## config.mk

```make
export PLATFORM = sky130hd
export DESIGN_NAME = uop_issue_queue
export DESIGN_NICKNAME = d
export VERILOG_FILES = /design/src/rtl/uop_issue_queue.sv
export SDC_FILE = /design/constraint.sdc
export NUM_CORES = 1
export LEC_CHECK = 0
export ABC_AREA = 1
export CELL_PAD_IN_SITES_DETAIL_PLACEMENT = 0
export CELL_PAD_IN_SITES_GLOBAL_PLACEMENT = 1
export CORE_MARGIN = 2
export CORE_UTILIZATION = 48
export DETAILED_ROUTE_END_ITERATION = 10
export PLACE_DENSITY = 0.95
export SETUP_SLACK_MARGIN = 0.15
export SLEW_MARGIN = 20
export SYNTH_ARGS = -nofsm -noshare
export SYNTH_HDL_FRONTEND = slang
export SYNTH_SLANG_ARGS = --single-unit
```

## constraint.sdc

```tcl
create_clock -name clk -period 7.98 [get_ports clk]
set_clock_uncertainty 0.1 [all_clocks]
set_input_delay 1.995 -clock clk [delete_from_list [all_inputs] [get_ports clk]]
set_output_delay 1.995 -clock clk [all_outputs]
set_load 0.01 [all_outputs]
```

## src/rtl/uop_issue_queue.sv

```systemverilog
// uop_issue_queue: circular buffer of decoded micro-op bundles between the
// decoder and the reservation station. The oldest entry is presented
// combinationally and leaves when the station's request is acknowledged.
// A flush empties the queue on the next edge and drops that cycle's traffic.
module uop_issue_queue #(
    parameter int          DEPTH = 4,
    parameter logic [19:0] NOP   = 20'b0000_0000_1111_00_000_000
) (
    input  logic                       clk,
    input  logic                       a_rst,
    input  logic                       flush,
    input  logic                       dec_valid,
    output logic                       dec_ready,
    input  logic [15:0]                dec_pc,
    input  logic [19:0]                dec_uop_0,
    input  logic [19:0]                dec_uop_1,
    input  logic [19:0]                dec_uop_2,
    input  logic [1:0]                 dec_uop_count,
    input  logic [15:0]                dec_k16,
    input  logic                       id_feed_req,
    output logic                       id_feed_ack,
    output logic [15:0]                id_pc,
    output logic [19:0]                id_uop_0,
    output logic [19:0]                id_uop_1,
    output logic [19:0]                id_uop_2,
    output logic [1:0]                 id_uop_count,
    output logic [15:0]                id_k16,
    output logic [$clog2(DEPTH):0]     occupancy
);

    localparam int AW = $clog2(DEPTH);
    localparam int OW = AW + 1;

    typedef struct packed {
        logic [15:0] pc;
        logic [19:0] uop_0;
        logic [19:0] uop_1;
        logic [19:0] uop_2;
        logic [1:0]  uop_count;
        logic [15:0] k16;
    } bundle_t;

    bundle_t       mem_q [DEPTH];
    bundle_t       head;
    logic [AW-1:0] wr_ptr_q, wr_ptr_d;
    logic [AW-1:0] rd_ptr_q, rd_ptr_d;
    logic [OW-1:0] occ_q, occ_d;
    logic          empty, full, push, pop;

    assign empty       = (occ_q == '0);
    assign full        = (occ_q == OW'(DEPTH));
    // No push-on-full bypass: a pop in the same cycle does not open a slot.
    assign dec_ready   = ~full;
    assign push        = dec_valid & dec_ready & ~flush;
    assign id_feed_ack = id_feed_req & ~empty & ~flush;
    assign pop         = id_feed_ack;
    assign occupancy   = occ_q;

    // Next-state for pointers and occupancy; flush wins over push/pop.
    always_comb begin
        wr_ptr_d = wr_ptr_q;
        rd_ptr_d = rd_ptr_q;
        occ_d    = occ_q;
        if (flush) begin
            wr_ptr_d = '0;
            rd_ptr_d = '0;
            occ_d    = '0;
        end else begin
            if (push) wr_ptr_d = wr_ptr_q + 1'b1;
            if (pop)  rd_ptr_d = rd_ptr_q + 1'b1;
            if (push && !pop)      occ_d = occ_q + 1'b1;
            else if (pop && !push) occ_d = occ_q - 1'b1;
        end
    end

    // Control state, cleared asynchronously.
    always_ff @(posedge clk or posedge a_rst) begin
        if (a_rst) begin
            wr_ptr_q <= '0;
            rd_ptr_q <= '0;
            occ_q    <= '0;
        end else begin
            wr_ptr_q <= wr_ptr_d;
            rd_ptr_q <= rd_ptr_d;
            occ_q    <= occ_d;
        end
    end

    // Entry storage; contents are meaningless until written, so no reset.
    always_ff @(posedge clk) begin
        if (push) begin
            mem_q[wr_ptr_q] <= '{pc: dec_pc, uop_0: dec_uop_0, uop_1: dec_uop_1,
                                 uop_2: dec_uop_2, uop_count: dec_uop_count,
                                 k16: dec_k16};
        end
    end

    // Head view: oldest entry, or a NOP bundle when nothing is buffered.
    always_comb begin
        head = '{pc: 16'h0, uop_0: NOP, uop_1: NOP, uop_2: NOP,
                 uop_count: 2'd0, k16: 16'h0};
        if (!empty) head = mem_q[rd_ptr_q];
    end

    assign id_pc        = head.pc;
    assign id_uop_0     = head.uop_0;
    assign id_uop_1     = head.uop_1;
    assign id_uop_2     = head.uop_2;
    assign id_uop_count = head.uop_count;
    assign id_k16       = head.k16;

endmodule
```

Word-level counts from Yosys, hierarchy flattened --
Memory sizes are Yosys's and may differ from the RTL's. Cells that the tools add are included.
Operators by class: add/subtract/negate cells 4, equal/unequal tests 1, mux-type cells 10, bitwise gates (word level) 7, reductions and logical operators 8
Operators by type and width (number):
- 94-bit two-way mux | 1
- 3-bit two-way mux | 3
- 2-bit two-way mux | 4
- 2-bit by 1-bit adder with 2-bit output (second input constant) | 2
- 1-bit AND | 4
- 2-bit nonzero test | 2
- 3-bit by 1-bit adder with 3-bit output (second input constant) | 1
- 3-bit equality test (second input constant) | 1
- 3-bit logical NOT | 1
- 1-bit NOT | 3
- 3-bit nonzero test | 1
- 3-bit by 1-bit subtractor with 3-bit output (second input constant) | 1
- 1-bit logical AND | 2
- 1-bit logical NOT | 2
- 1-bit two-way mux | 2
Storage, ports and cells: register bits after elaboration 7, bits in writable memories 376, word-level logic and storage cells 34, memories kept 1
Memories:
- mem_q | depth 4, width 94, rd ports 1, clocked after Yosys merged registers in 0, write ports 1, line 43 | bundle_t mem_q [DEPTH];

Logic depth before layout (Yosys ltp) --
word-level depth 9, depth in mapped cells 10

Worst setup path before layout --
Ideal clock, no wire load.
path kind input to register, start point in flush, end point mem mem_q[0][0] in the netlist's numbering, enable pin, library setup time 548 ps, arrival 6176 ps, data required time 7332 ps, setup slack 1157 ps, stages 3, buffers on the path 0, path through inv_1 > nand3_2 > nor2_1
Between the ends: longest elaborated chain between the ends 4
RTL lines:
- start: declaration | line 11 | input logic flush,
- 1-bit NOT | line 54 | assign push = dec_valid & dec_ready & ~flush;
- 1-bit AND | line 54
- 1-bit two-way mux | line 91 | if (push) begin
- 1-bit two-way mux (not written as such) | line 92 | mem_q[wr_ptr_q] <= '{pc: dec_pc, uop_0: dec_uop_0, uop_1: dec_uop_1,
- end: declaration | line 43
No other way between the ends.

Final worst setup path --
start point reg occ_q[2], in the netlist occupancy[2], end point out id_k16[8]
Between the ends: longest elaborated chain between the ends 2
RTL lines:
- start: declaration | line 47 | logic [OW-1:0] occ_q, occ_d;
- start signal: assignment | line 81 | occ_q <= '0;
- start signal: assignment | line 85 | occ_q <= occ_d;
- 3-bit logical NOT | line 50 | assign empty = (occ_q == '0);
- 94-bit two-way mux | line 102 | if (!empty) head = mem_q[rd_ptr_q];
- end: declaration | line 27 | output logic [15:0] id_k16,
No other way between the ends.

==> flow_metrics.env <==
export IMPL_status="finished, final reports clean"
export IMPL_initial_utilization=0.488
export IMPL_synth_seq_area_share=0.766
export IMPL_placement_cell_area_mm2=0.0172
export IMPL_cts_tree="yes"
export IMPL_tightest_slew_ns=1.10
export IMPL_gp_congestion=0.780
export IMPL_dpl_hpwl_mm=17.2
export IMPL_slowest_delay_ns=0.89
export IMPL_port_buffers=197
export IMPL_fp_dieW_um=181
export IMPL_hold_buffers=0
export IMPL_synth_flop_cell="edfxtp_1"
export IMPL_antenna_found_initial=3
export IMPL_syn_cell_area_mm2=0.0150
export IMPL_fin_nets=1442
export IMPL_grt_overflow=0
export IMPL_critical_path_slowest_cell="clkinv_2"
export IMPL_dp_slack_ns=2.64
export IMPL_cts_setup_buffers=0
export IMPL_drc=0
export IMPL_ys_top_cells_by_area="edfxtp_1 75%, nor2_1 9.6%, o21ai_0 4.7%"
export IMPL_synth_commonest_cells="384 x nor2_1, 376 x edfxtp_1, 142 x o21ai_0"
export IMPL_pwr_share_clk=0.299
export IMPL_setup_viol=0
export IMPL_cts_root_buf="clkbuf_16"
export IMPL_core_area_mm2=0.0307
export IMPL_clk_pin_slew_ns=0.06
export IMPL_dieHeight_um=181
export IMPL_drt_vias_per_instance=5.33
export IMPL_yosys_area_top_type="edfxtp_1"
export IMPL_hold_class="reg -> reg"
export IMPL_synth_top_family_by_area="simple AND/OR/NAND/NOR gates"
export IMPL_power_share_combinational=0.292
export IMPL_power_leakage_nw=6.16
export IMPL_setup_worst_path_end_class="primary output"
export IMPL_grt_max_degree=190
export IMPL_final_util=0.601
export IMPL_vdd_drop_max_v=0.000222
export IMPL_synth_warning_count=0
export IMPL_synthMostInstantiatedCell="nor2_1"
export IMPL_switching_share=0.291
export IMPL_path_cells="inv_1, nand2_1, clkinv_2, buf_4, a21oi_1, clkdlybuf4s50_1"
export IMPL_power_density_mw_per_mm2=315
export IMPL_synthSimpleGateAreaFrac=0.102
export IMPL_clock_sinks=383
export IMPL_muxShareOfSynthArea=0
export IMPL_avgSynthCellArea_um2=12.9
export IMPL_maxCapViolations=0
export IMPL_cts_buffer_depth=3
export IMPL_crit_type="reg -> out"
export IMPL_via_count=9404
export IMPL_clock_latency_ns=0.52
export IMPL_cp_required_ns=5.89
export IMPL_finalSetupTns_ns=0
export IMPL_async_flop_share=0.0183
export IMPL_synth_top_area_share=0.754
export IMPL_relSlewSlack=0.268
export IMPL_pwr_share_seq=0.409
export IMPL_finalMaxSlewViolations=0
export IMPL_ant_nets=0
export IMPL_synth_nets=1264
export IMPL_hold_viol_final=0
export IMPL_synth_compound_area_frac=0.0966
export IMPL_final_area_mm2=0.0184
export IMPL_synth_seq_cells=383
export IMPL_dr_pass1_iters=5
export IMPL_critPathLaunchType="register"
export IMPL_path_max_fanout=50
export IMPL_wl_per_cell_um=18.3
export IMPL_cts_resized_gates=0
export IMPL_fmax_ghz=0.171
export IMPL_intPower_mw=4.12
export IMPL_boundaryPins=198
export IMPL_grt_pass1_vias=9493
export IMPL_synthAdderAreaFrac=0.00468
export IMPL_synth_enable_flop_cells=376
export IMPL_min_period_ns=5.84
export IMPL_timing_final_crit_share=0.732
export IMPL_power_mw=5.82
export IMPL_die_area_mm2=0.0326
export IMPL_arrival_ns=3.75
export IMPL_h_tree_depth=2
export IMPL_synth_xor_area_frac=0.000585
export IMPL_synth_distinct_cells=25
export IMPL_finalWorstSetupSlack_ns=2.14
export IMPL_rsz0062_at_grt="no"
export IMPL_grt_usage=0.196
export IMPL_syn2layout_area_growth_pct=23.2
export IMPL_rows=64
export IMPL_drive_gt1_frac=0.0505
export IMPL_cts_buffers=39
export IMPL_drt_iter0_drc=696
export IMPL_synth_cells=1160
export IMPL_grt_pass1_wl_mm=50.4
export IMPL_drt_wl_total_mm=32.3
export IMPL_p_switching_mw=1.69
## placed cells by master, fill, tap and decap left out, drive strengths merged
master,count
clkdlybuf4s50,197
ha,4
xnor2,1
inv,16
nor2,384
a21oi,85
diode,1
dfrtp,7
clkbuf,54
nand2,21
clkinvlp,1
a21boi,1
nand3,1
o311ai,12
bufinv,4
clkinv,11
edfxtp,376
o21ai,180
o21bai,1
buf,10
fa,1
## power groups by stage
stage          Sequential, mW  Clock [mW]  Combinational [mW]
6_report                 2.38        1.74                1.70
5_1_grt                  2.39        1.85                1.85
4_1_cts                  2.38        1.77                1.71
3_3_place_gp             2.42           0                1.68
2_1_floorplan            2.41           0               0.882
3_5_place_dp             2.42           0                1.70
## stage by stage
step,std cells,hold WS [ns]
after floorplan,1160,0.447
after global placement,1693,0.408
after detailed placement,1693,0.452
after CTS,1763,0.460
after global routing,1764,0.520
final,1764,0.455
## final timing paths
kind                                               start                        to  slack [ns]  cells after the start
worst max register to register  occupancy[0]$_DFFE_PP0P_    mem_q[3][12]$_DFFE_PP_        5.18                      5
worst max-delay path            occupancy[2]$_DFFE_PP0P_                 id_k16[8]        2.14                      6
worst min register to register  occupancy[0]$_DFFE_PP0P_  occupancy[0]$_DFFE_PP0P_        0.45                      2
max in group asynchronous                          a_rst   rd_ptr_q[1]$_DFFE_PP0P_        5.91                      2
min in group asynchronous                          a_rst  occupancy[0]$_DFFE_PP0P_        1.61                      2
worst min-delay path            occupancy[0]$_DFFE_PP0P_  occupancy[0]$_DFFE_PP0P_        0.45                      2
## per-layer routing
| layer | track usage | part of all wire |
|---|---|---|
| met1 | 0.253 | 0.42 |
| met2 | 0.330 | 0.48 |
| met3 | 0.0430 | 0.072 |
| met4 | 0.0642 | 0.025 |
| met5 | 0 | 0 |
## critical path, delay by kind of cell, from the launching register on
| kind | cells | cell delay [ns] |
|---|---|---|
| AOI/OAI and AO/OA | 1 | 0.20 |
| buffers and inverters | 4 | 2.09 |
| and+or+nand+nor | 1 | 0.48 |
| DFF | 1 | 0.41 |
## registers in the layout, indices dropped and copies added (netlist names)
signal	flops
wr_ptr_q	2
rd_ptr_q	2
mem_q	376
occupancy	3
## cells by family after synthesis
family / count (synthesis)
flip-flops: 383
XOR/XNOR: 1
buffers and inverters: 86
AO/OA/AOI/OAI: 279
adder cells (fa/ha/maj): 5
AND/OR/NAND/NOR: 406
## cell type report
type	instances	area [um2]
well taps	396	495
inverters	16	71.3
flip-flops and latches	383	11500
repair buffers	207	2080
diodes	1	2.50
clock inverters	16	176
multi-input cells	691	3090
fillers	2341	12200
clock buffers	54	1050
No activity file was read; power rests on OpenSTA's default activity.
